**config.mk**
```make
export PLATFORM = sky130hd
export DESIGN_NAME = fifo_ctrl
export DESIGN_NICKNAME = d
export VERILOG_FILES = /design/src/rtl/fifo_ctrl.sv
export SDC_FILE = /design/constraint.sdc
export NUM_CORES = 1
export LEC_CHECK = 0
export CORE_MARGIN = 5
export CORE_UTILIZATION = 40
export DETAILED_ROUTE_END_ITERATION = 6
export GPL_ROUTABILITY_DRIVEN = 1
export PLACE_DENSITY = 0.67
export SETUP_SLACK_MARGIN = 0.1
export SYNTH_ARGS = -nofsm -noshare
export SYNTH_HDL_FRONTEND = slang
export SYNTH_SLANG_ARGS = --single-unit
```
**constraint.sdc**
```tcl
create_clock -name Clock -period 2.4 [get_ports Clock]
set_input_delay 0.6 -clock Clock [delete_from_list [all_inputs] [get_ports Clock]]
set_output_delay 0.6 -clock Clock [all_outputs]
set_load 0.01 [all_outputs]
```
**src/rtl/fifo_ctrl.sv**
```systemverilog
// FIFO pointer/flag controller driving a dual-port RAM with one-cycle registered read.
// Define FIFO_ERR_FLAGS_EN to add sticky oOverflow/oUnderflow outputs.
module fifo_ctrl #(
  parameter int ADDR_WIDTH       = 3,
  parameter int ALMOST_FULL_LVL  = 6,
  parameter int ALMOST_EMPTY_LVL = 1
) (
  input  logic                  Clock,
  input  logic                  Reset,
  input  logic                  iPush,
  input  logic                  iPop,
  output logic                  oWriteEnable,
  output logic [ADDR_WIDTH-1:0] oWriteAddress,
  output logic [ADDR_WIDTH-1:0] oReadAddress,
  output logic                  oDataValid,
  output logic                  oFull,
  output logic                  oEmpty,
  output logic                  oAlmostFull,
  output logic                  oAlmostEmpty,
  output logic [ADDR_WIDTH:0]   oCount
`ifdef FIFO_ERR_FLAGS_EN
  ,
  output logic                  oOverflow,
  output logic                  oUnderflow
`endif
);

  localparam int DEPTH = 1 << ADDR_WIDTH;

  logic [ADDR_WIDTH-1:0] wr_ptr_q, wr_ptr_d;
  logic [ADDR_WIDTH-1:0] rd_ptr_q, rd_ptr_d;
  logic [ADDR_WIDTH:0]   count_q, count_d;
  logic                  valid_q;
  logic                  full_q, empty_q;
  logic                  afull_q, aempty_q;
  logic                  push_ok, pop_ok;

  always_comb begin
    pop_ok   = iPop & ~empty_q;
    // a full FIFO still takes a push when a pop frees the slot this cycle
    push_ok  = iPush & (~full_q | iPop);
    wr_ptr_d = wr_ptr_q;
    rd_ptr_d = rd_ptr_q;
    count_d  = count_q;
    if (push_ok) wr_ptr_d = wr_ptr_q + 1'b1;
    if (pop_ok)  rd_ptr_d = rd_ptr_q + 1'b1;
    unique case (1'b1)
      push_ok & ~pop_ok: count_d = count_q + 1'b1;
      pop_ok & ~push_ok: count_d = count_q - 1'b1;
      default:           count_d = count_q;
    endcase
  end

  always_ff @(posedge Clock or posedge Reset) begin
    if (Reset) begin
      wr_ptr_q <= '0;
      rd_ptr_q <= '0;
      count_q  <= '0;
      valid_q  <= 1'b0;
      full_q   <= 1'b0;
      empty_q  <= 1'b1;
      afull_q  <= 1'b0;
      aempty_q <= 1'b1;
    end else begin
      wr_ptr_q <= wr_ptr_d;
      rd_ptr_q <= rd_ptr_d;
      count_q  <= count_d;
      valid_q  <= pop_ok;
      full_q   <= int'(count_d) == DEPTH;
      empty_q  <= count_d == '0;
      afull_q  <= int'(count_d) >= ALMOST_FULL_LVL;
      aempty_q <= int'(count_d) <= ALMOST_EMPTY_LVL;
    end
  end

`ifdef FIFO_ERR_FLAGS_EN
  logic ovf_q, unf_q;

  always_ff @(posedge Clock or posedge Reset) begin
    if (Reset) begin
      ovf_q <= 1'b0;
      unf_q <= 1'b0;
    end else begin
      if (iPush & full_q & ~iPop) ovf_q <= 1'b1;
      if (iPop & empty_q)         unf_q <= 1'b1;
    end
  end

  assign oOverflow  = ovf_q;
  assign oUnderflow = unf_q;
`endif

  assign oWriteEnable  = push_ok;
  assign oWriteAddress = wr_ptr_q;
  assign oReadAddress  = rd_ptr_q;
  assign oDataValid    = valid_q;
  assign oFull         = full_q;
  assign oEmpty        = empty_q;
  assign oAlmostFull   = afull_q;
  assign oAlmostEmpty  = aempty_q;
  assign oCount        = count_q;

endmodule

```
==> key figures, run 1 <==
Floorplanning
  • Die span in y: 55.3 µm
  • Core Rows: 16
  • Die Area: 3060 µm²
  • Die Wd: 55.3 µm
  • Initial Util: 0.419
  • Core footprint: ~2000 µm²
  • Ports: 20

Worst setup path
  • Critical Path Source Type: flip-flop
  • Worst r2r dst: oAlmostFull$_DFF_PP0_
  • Reg2Reg Launch Point: oEmpty$_DFF_PP1_
  • Worst stage delay on the critical path: 580 ps
  • CP Max Fanout: 5
  • Worst-case reg-to-reg path depth: 6
  • Critical path arrival: 2420 ps
  • Crit Path Class: flip-flop to flip-flop
  • Slowest cell on crit path: dfstp_2
  • Reg-to-reg setup timing slack: 210 ps
  • CP endpoint kind: flip-flop
  • CP cell instances: nor2b_1 > ha_1 > or4b_1 > buf_4 > o311ai_1 > a211o_1
  • Crit path required time: 2640 ps

STA
  • Final min period: 2190 ps
  • Fmax: approximately 460 MHz
  • Worst hold slack: ~470 ps
  • Final setup fails: 0
  • RSZ-0062 raised after global routing: false
  • Final slew viol count: 0
  • Clock Skews: 6.31 ps
  • Crit share post-route: 0.911
  • Final Hold Viols: 0
  • Slew headroom: 0.628
  • TNS Setup: 0 ps
  • Pin slew with the least headroom to its limit: 557 ps
  • Final worst slack: between 200 and 250 ps

Pwr
  • Total power: 1510 µW
  • Max IR drop VDD: 737 µV
  • Psw: approximately 570 µW
  • Net Sw Frac: 0.379
  • Gate power share: 0.568
  • Pwr dens: around 1300 nW/µm²
  • Leak: 0.000479 µW
  • Clock share of power: 0.101
  • Pint: 940 µW
  • Flop pwr share: 0.330

GRT
  • Vias in the first global route: about 630
  • GRT Util Overall: 0.109
  • GRT Residual Overflow: 0
  • Global-route wire length before repair: 2750 µm
  • Largest net degree at the start of global routing: 16
  • Initial antenna violation count: 0

Clocking
  • Max Root-Sink Buffers: 2
  • Sinks on Clock Net: 15
  • H-tree depth: 1
  • Root buf cell: clkbuf_4
  • Postcts setup bufs: 0
  • Clk Latency, worst-skew pair: 300 ps
  • Hold_buf cts: 0
  • Num CTS Buffers: 3
  • CTS tree: yes
  • CTS clk-pin slew, worst paths: 100 ps

Detailed routing
  • DR WL/cell: roughly 12 µm
  • Antenna-violating nets left: 0
  • Drt drc: 0
  • Router iterations before antenna repair: 4
  • Via-per-instance ratio: about 4.9
  • WL final: 1620 µm
  • First-iteration detailed-routing DRC count: 19
  • Vias: around 640

Logic synthesis
  • #FFs+latches synth: 15
  • Top_reg_cell synth: dfrtp_1
  • Post-synth EDFFs: 0
  • Synth cell types: 33
  • Synth area leaders: dfrtp_1 40%, dfstp_2 6.4%, xnor2_1 6.4%, ha_1 6.1%, nand2_1 4.1%
  • Register area share after synthesis: 0.460
  • Synth Warn #: 0
  • Async SR Flop Fraction: 1.00
  • Post-Syn Area: 822 µm²
  • Synth area leader: dfrtp_1
  • Cells after synthesis: 75
  • Syn Area/Cell: 11.0 µm²
  • Post-Syn Nets: 83
  • Yosys top cell area share: 0.396

Cells and area
  • FILL cells: 179
  • Area delta synth->final: 38.4%
  • Share of layout cells above drive strength 1: 0.252
  • Most common cell after layout, fill and taps aside: clkdlybuf4s50_1
  • Final Cell Area: about 1100 µm²
  • Commonest cells after routing, fill and taps aside: 16 x clkdlybuf4s50_1, 13 x dfrtp_1, 9 x nand2_1, 9 x buf_4, 5 x xnor2_1
  • Final net count: 112
  • N_diodes: 0

Outcome
  • Status: complete, no violations

Hold path
  • Worst hold stages: 1
  • Worst min path class: flip-flop to flip-flop
  • Worst hold path endpoint: oReadAddress[2]$_DFFE_PP0P_
  • Hold_sp: oReadAddress[2]$_DFFE_PP0P_

Placed design
  • DPL Wire Length: 1250 µm
  • Pre-CTS WS: -483 ps
  • Port buffer count: 19
  • GPL Wtd Cong: 0.820
  • Placed Instance Area: 1110 µm²

Flow run
  • Total of max-cap violations: 0
registers in the layout (all words and copies together) (netlist names):
name / flops
oReadAddress: 3
oCount: 4
oAlmostFull: 1
oAlmostEmpty: 1
oWriteAddress: 3
oDataValid: 1
oEmpty: 1
oFull: 1
critical path, delay by kind of cell (launching register included):
kind	cells	cell delay [ps]
compound gates	2	610
simple gates	2	570
fa+ha+maj	1	210
flops	1	580
buf+inv	1	160
power groups by stage:
stage,combinational [µW],clock [µW],sequential (µW)
floorplan,481,0,508
global placement,845,0,499
detailed placement,856,0,500
CTS,871,156,500
global route,929,167,518
finish,860,154,500
cell families after synthesis:
family	Yosys count	synth area share
AND/OR/NAND/NOR	26	0.189
flip-flops	15	0.460
XOR/XNOR	8	0.102
AO/OA/AOI/OAI	11	0.102
adder cells (fa/ha/maj)	4	0.0609
multiplexers	4	0.0533
buffers and inverters	7	0.0335
through the flow:
stage               instances  utilization
floorplan                  75            -
global route              130        0.580
finish                    130        0.580
global placement          126        0.566
detailed placement        126        0.566
CTS                       130        0.585
area by class of cell:
cell class | instances | area, µm² | share of cell area
Inverter | 3 | 11.3 | 0.00990
Timing Repair Buffer | 28 | 246 | 0.217
Clock buffer | 3 | 22.5 | 0.0198
Multi-Input combinational cell | 53 | 440 | 0.387
Clock inverter | 1 | 5.00 | 0.00440
Tap cell | 27 | 33.8 | 0.0297
Sequential cell | 15 | 378 | 0.332
Yosys cell counts (2+ instances only):
| cell type | n |
|---|---|
| a21oi_1 | 3 |
| clkbuf_1 | 3 |
| dfrtp_1 | 13 |
| dfstp_2 | 2 |
| ha_1 | 4 |
| inv_1 | 3 |
| mux2_2 | 2 |
| nand2_1 | 9 |
| nor2_1 | 3 |
| nor2b_1 | 3 |
| nor3_1 | 2 |
| or4b_1 | 2 |
| xnor2_1 | 6 |
how the worst max path moves through the flow:
stage                            endpoint             start  cells after the start
detailed placement  oAlmostFull$_DFF_PP0_              iPop                      8
global placement    oAlmostFull$_DFF_PP0_              iPop                      8
finish              oAlmostFull$_DFF_PP0_  oEmpty$_DFF_PP1_                      6
floorplan           oAlmostFull$_DFF_PP0_             iPush                      8
CTS                 oAlmostFull$_DFF_PP0_             iPush                      8
global route        oAlmostFull$_DFF_PP0_  oEmpty$_DFF_PP1_                      6
layer usage:
layer / track usage / share of wire / vias to the layer above
met5: 0 / 0 / -
met4: 0.0313 / 0.015 / 0
met3: 0.0420 / 0.061 / 2
met2: 0.176 / 0.45 / 20
met1: 0.134 / 0.47 / 300
li1: - / - / 319
timing repair:
| item | CTS | global route |
|---|---|---|
| pin swaps | 3 | 1 |
| setup endpoints to repair | 7 | 2 |
| gates resized for setup | 7 | 2 |
| gates cloned | 0 | 0 |
Note: power is estimated with default switching activity, not from simulation.
==> run 2, diff against run 1 <==
--- a/config.mk
+++ b/config.mk
@@ -7,6 +7,7 @@
 export LEC_CHECK = 0
 export CORE_MARGIN = 5
 export CORE_UTILIZATION = 40
+export CTS_CLUSTER_DIAMETER = 50
 export DETAILED_ROUTE_END_ITERATION = 6
 export GPL_ROUTABILITY_DRIVEN = 1
 export PLACE_DENSITY = 0.67
==> constraint.sdc (replaced) <==
create_clock -name Clock -period 2.7 [get_ports Clock]
set_input_delay 0.675 -clock Clock [delete_from_list [all_inputs] [get_ports Clock]]
set_output_delay 0.675 -clock Clock [all_outputs]
set_load 0.01 [all_outputs]
==> run 2 against run 1 <==
Net effect: clock power down 12%; first-iteration DRC count down 53%; critical path type is now input pin to flip-flop; critical path depth up 2; via count up 0.78%; global-route usage up 2.4 points; clock skew up 1.6 ps; register-to-register slack better by 310 ps; core utilization up 0.38 points; design area up 0.66%.
==> key figures, run 2 (same netlist as run 1, synthesis figures left out) <==
Detailed routing
  • Vias: around 650
  • First-iteration detailed-routing DRC count: 9
  • WL final: about 1800 µm
  • DR WL/cell: 14.0 µm
  • Router iterations before antenna repair: 4
  • Drt drc: 0
  • Via-per-instance ratio: 5.01
  • Antenna-violating nets left: 0

Clocking
  • Clk Latency, worst-skew pair: ~300 ps
  • H-tree depth: 1
  • CTS clk-pin slew, worst paths: 100 ps
  • Postcts setup bufs: 0
  • Max Root-Sink Buffers: 2
  • Hold_buf cts: 0
  • Root buf cell: clkbuf_4
  • Num CTS Buffers: 3
  • Sinks on Clock Net: 15
  • CTS tree: yes

Pwr
  • Psw: between 500 and 600 µW
  • Leak: a little under 0.0005 µW
  • Total power: between 1000 and 1500 µW
  • Gate power share: 0.568
  • Net Sw Frac: 0.381
  • Pint: 833 µW
  • Clock share of power: 0.101
  • Flop pwr share: 0.331
  • Pwr dens: 1180 nW/µm²
  • Max IR drop VDD: between 600 and 700 µV

Floorplanning
  • Die Area: 3060 µm²
  • Initial Util: 0.419
  • Core Rows: 16
  • Ports: 20
  • Die span in y: 55.3 µm
  • Core footprint: 1960 µm²
  • Die Wd: 55.3 µm

Worst setup path
  • Worst r2r dst: oAlmostFull$_DFF_PP0_
  • Crit path required time: 2880 ps
  • CP endpoint kind: flip-flop
  • CP Depth: 8
  • Slowest cell on crit path: or3b_4
  • Worst stage delay on the critical path: 420 ps
  • Crit Path Class: input pin to flip-flop
  • Reg-to-reg setup timing slack: approximately 520 ps
  • CP cell instances: dlymetal6s2s_1 > or3b_4 > xnor2_2 > ha_2 > nor2b_1 > a32o_1 > a221o_1 > a211o_1
  • Crit path buf inv count: 1
  • Reg2Reg Launch Point: oEmpty$_DFF_PP1_
  • Worst-case reg-to-reg path depth: 7
  • Critical Path Source Type: input pin
  • CP Max Fanout: 3
  • CP delay by family, top: compound AO/OA/AOI/OAI gates
  • Critical path arrival: ~2500 ps

GRT
  • Routing usage on met3: 0.0443
  • GRT Residual Overflow: 0
  • Global-route wire length before repair: 3190 µm
  • Busiest layer in global routing: met2
  • GRT Util Overall: 0.133
  • Vias in the first global route: 678
  • Largest net degree at the start of global routing: 16
  • Grt met1 use: 0.158
  • GR Layer Usage met2: 0.215
  • Initial antenna violation count: 0

STA
  • Worst hold slack: 484 ps
  • Slew headroom: 0.611
  • Final min period: 2350 ps
  • Clock Skews: approximately 8 ps
  • Final setup fails: 0
  • Crit share post-route: 0.869
  • Fmax: 426 MHz
  • Pin slew with the least headroom to its limit: ~580 ps
  • Final worst slack: ~350 ps
  • RSZ-0062 raised after global routing: false
  • Final slew viol count: 0
  • Final Hold Viols: 0

Placed design
  • DPL Wire Length: 1330 µm
  • Port buffer count: 19
  • Inst Count DP: 125
  • GPL Wtd Cong: 0.816
  • Pre-CTS WS: -381 ps

Flow run
  • Total of max-cap violations: 0

Cells and area
  • Area delta synth->final: 39.3%
  • Cell Count, Final, Fillers Out: between 100 and 150
  • Share of layout cells above drive strength 1: 0.225
  • Max reg flops: 4
  • Most common cell after layout, fill and taps aside: clkdlybuf4s50_1
  • FILL cells: 196
  • Final net count: 111
  • N_diodes: 0
  • Commonest cells after routing, fill and taps aside: 16 x clkdlybuf4s50_1, 13 x dfrtp_1, 9 x nand2_1
  • Util after Layout: 0.584

Hold path
  • Hold_sp: oWriteAddress[2]$_DFFE_PP0P_
  • Worst min path class: flip-flop to flip-flop
  • Worst hold path endpoint: oWriteAddress[2]$_DFFE_PP0P_
  • Worst hold stages: 1

Outcome
  • Status: complete, no violations
## run 2: cell count changes in the layout (fill, tap and decap cells not counted), sizes merged
cell	previous run	this run
clkbuf	5	3
dlymetal6s2s	0	2
buf	9	8
## run 2: power groups by stage
stage                     Clock (µW)  Combinational, µW  Sequential [µW]
after global placement             0                730              438
final                            135                765              445
after floorplan                    0                408              451
after detailed placement           0                744              444
after global routing             154                853              464
after CTS                        142                763              443
## run 2: per-stage QoR
stage,setup TNS (ps),cell area (µm²)
6_report,0,1140
5_1_grt,0,1140
4_1_cts,0,1130
3_5_place_dp,-1370,1090
3_3_place_gp,-1110,1090
2_1_floorplan,0,822
## run 2: worst max-delay path by stage
stage               start                     to  slack (ps)
floorplan           iPush  oAlmostFull$_DFF_PP0_         140
detailed placement   iPop  oAlmostFull$_DFF_PP0_        -380
CTS                  iPop  oAlmostFull$_DFF_PP0_           8
global route        iPush  oAlmostFull$_DFF_PP0_         260
global placement     iPop  oAlmostFull$_DFF_PP0_        -320
finish              iPush  oAlmostFull$_DFF_PP0_         350
## run 2: worst reg2reg max path, delay by kind of cell (launching register included)
kind / cells / cell delay [ps]
AOI/OAI and AO/OA: 3 / 850
DFF: 1 / 400
adders and majority gates: 1 / 230
and+or+nand+nor: 2 / 440
xor gates and xnor gates: 1 / 140
## run 2: what timing repair did
| item | in CTS | in global routing |
|---|---|---|
| pin swaps | 2 | 1 |
| gates resized for setup | 5 | 3 |
| endpoints found under the hold margin | 0 | 0 |
| setup endpoints to repair | 5 | 5 |
## run 2: metal layers
layer / vias up / wire length [µm]
li1: 319 / -
met1: 297 / 767
met2: 25 / 876
met3: 5 / 120
met4: 0 / 42
met5: - / 0
## run 2: cell type report
cell class	instances	area, µm²	area share
timing repair buffer	27	254	0.222
sequential	15	378	0.330
clock buffer	3	22.5	0.0197
multi-input combinational	53	440	0.385
tap	27	33.8	0.0295
inverter	3	11.3	0.00984
clock inverter	1	5.00	0.00437
==> run 3, diff against run 2 <==
--- a/config.mk
+++ b/config.mk
@@ -12,6 +12,7 @@
 export GPL_ROUTABILITY_DRIVEN = 1
 export PLACE_DENSITY = 0.67
 export SETUP_SLACK_MARGIN = 0.1
+export SLEW_MARGIN = 20
 export SYNTH_ARGS = -nofsm -noshare
 export SYNTH_HDL_FRONTEND = slang
 export SYNTH_SLANG_ARGS = --single-unit
==> constraint.sdc (replaced) <==
create_clock -name Clock -period 2.7 [get_ports Clock]
set_input_delay 0.27 -clock Clock [delete_from_list [all_inputs] [get_ports Clock]]
set_output_delay 0.27 -clock Clock [all_outputs]
set_load 0.01 [all_outputs]
==> run 3 against run 2 <==
Net effect: via count down 3.1%; clock power barely moved; non-clock buffer count down 5.
==> key figures, run 3 (same netlist as run 1, synthesis figures left out) <==
Clocking
  • CTS tree: yes
  • Clk Latency, worst-skew pair: 290 ps
  • Max Root-Sink Buffers: 2
  • Postcts setup bufs: 0
  • Hold_buf cts: 0
  • Root buf cell: clkbuf_4
  • CTS clk-pin slew, worst paths: 100 ps
  • H-tree depth: 1
  • Post-CTS sizing: 0
  • Sinks on Clock Net: 15
  • Num CTS Buffers: 3

Placed design
  • Port buffer count: 19
  • DPL Wire Length: 1260 µm
  • GPL Wtd Cong: 0.768
  • Placed Instance Area: 1050 µm²
  • Pre-CTS WS: 64.7 ps

Cells and area
  • Area delta synth->final: 31.4%
  • Most common cell after layout, fill and taps aside: clkdlybuf4s50_1
  • Footprint of the multi-input gates: roughly 420 µm²
  • N_diodes: 0
  • Final net count: 106
  • Max reg flops: 4
  • Commonest cells after routing, fill and taps aside: 19 x clkdlybuf4s50_1, 13 x dfrtp_1, 9 x nand2_1
  • FILL cells: 188
  • Final Cell Area: 1080 µm²
  • Sequential cell area: 378 µm²
  • Share of layout cells above drive strength 1: 0.144

Worst setup path
  • Crit Path Class: input pin to flip-flop
  • Crit path buf inv count: 1
  • Crit path required time: 2890 ps
  • Worst stage delay on the critical path: 510 ps
  • Critical Path Source Type: input pin
  • CP endpoint kind: flip-flop
  • CP Max Fanout: 5
  • CP delay by family, top: compound AO/OA/AOI/OAI gates
  • CP cell instances: clkdlybuf4s50_1 > or3b_1 > xnor2_1 > ha_1 > a21oi_1 > nor2_1 > a221o_1 > a211o_1
  • Critical path arrival: 2540 ps
  • Slowest cell on crit path: clkdlybuf4s50_1

Detailed routing
  • WL final: 1660 µm
  • Router iterations before antenna repair: 4
  • Via-per-instance ratio: roughly 5.0
  • Antenna-violating nets left: 0
  • Drt drc: 0
  • Vias: 626
  • DR WL/cell: roughly 13 µm
  • First-iteration detailed-routing DRC count: 6

STA
  • Pin slew with the least headroom to its limit: 578 ps
  • TNS Setup: 0 ps
  • Slew headroom: 0.614
  • Clock Skews: around 3.7 ps
  • Final setup fails: 0
  • RSZ-0062 raised after global routing: false
  • Final min period: 2350 ps
  • Crit share post-route: 0.870
  • Final Hold Viols: 0
  • Final slew viol count: 0
  • Final worst slack: 352 ps
  • Worst hold slack: 324 ps
  • Fmax: ~430 MHz

Pwr
  • Flop pwr share: 0.341
  • Pwr dens: 1190 nW/µm²
  • Psw: between 400 and 500 µW
  • Clock share of power: 0.105
  • Net Sw Frac: 0.379
  • Gate power share: 0.554
  • Leak: 0.000441 µW
  • Max IR drop VDD: 643 µV
  • Total power: between 1000 and 1500 µW
  • Pint: ~800 µW

Floorplanning
  • Core footprint: 1960 µm²
  • Die Wd: 55.3 µm
  • Core Rows: 16
  • Initial Util: 0.419
  • Ports: 20
  • Die span in y: 55.3 µm
  • Die Area: 3060 µm²

Hold path
  • Worst min path class: input pin to asynchronous set/reset pin

GRT
  • GRT Residual Overflow: 0
  • GRT Util Overall: 0.122
  • Initial antenna violation count: 0
  • Vias in the first global route: approximately 620
  • Global-route wire length before repair: 2880 µm
  • Largest net degree at the start of global routing: 16

Flow run
  • Total of max-cap violations: 0

Outcome
  • Status: complete, no violations
[run 3: final timing paths]
path / startpoint / end / slack, ps / cells after the start
setup / recovery: iPop / oAlmostFull$_DFF_PP0_ / 350 / 8
setup reg to reg: oEmpty$_DFF_PP1_ / oAlmostFull$_DFF_PP0_ / 450 / 7
hold reg to reg: oWriteAddress[2]$_DFFE_PP0P_ / oWriteAddress[2]$_DFFE_PP0P_ / 480 / 1
min in group Clock: oWriteAddress[2]$_DFFE_PP0P_ / oWriteAddress[2]$_DFFE_PP0P_ / 480 / 1
hold / removal: Reset / oReadAddress[2]$_DFFE_PP0P_ / 320 / 2
max in group asynchronous: Reset / oCount[1]$_DFF_PP0_ / 2000 / 2
[run 3: power groups by stage]
stage | clock (µW) | sequential [µW] | combinational [µW]
after detailed placement | 0 | 444 | 717
after global placement | 0 | 438 | 701
after CTS | 138 | 439 | 721
after global routing | 151 | 455 | 793
after floorplan | 0 | 451 | 408
final | 134 | 438 | 710
[run 3: per-layer routing]
metal,GRT usage,vias to the layer above,wire length [µm]
met1,0.144,293,749
met5,0,-,0
met4,0.0833,0,48
met3,0.0466,4,117
li1,-,310,-
met2,0.182,19,746
[run 3: area by class of cell]
class | count | area share
clock buffer | 3 | 0.0209
clock inverter | 1 | 0.00463
inverter | 3 | 0.0104
multi-input combinational | 53 | 0.386
sequential | 15 | 0.350
tap | 27 | 0.0313
timing repair buffer | 22 | 0.197
[run 3: through the flow]
| stage | instances | utilization |
|---|---|---|
| after detailed placement | 120 | 0.536 |
| after global placement | 120 | 0.536 |
| final | 124 | 0.550 |
| after CTS | 124 | 0.550 |
| after global routing | 124 | 0.550 |
| after floorplan | 75 | - |
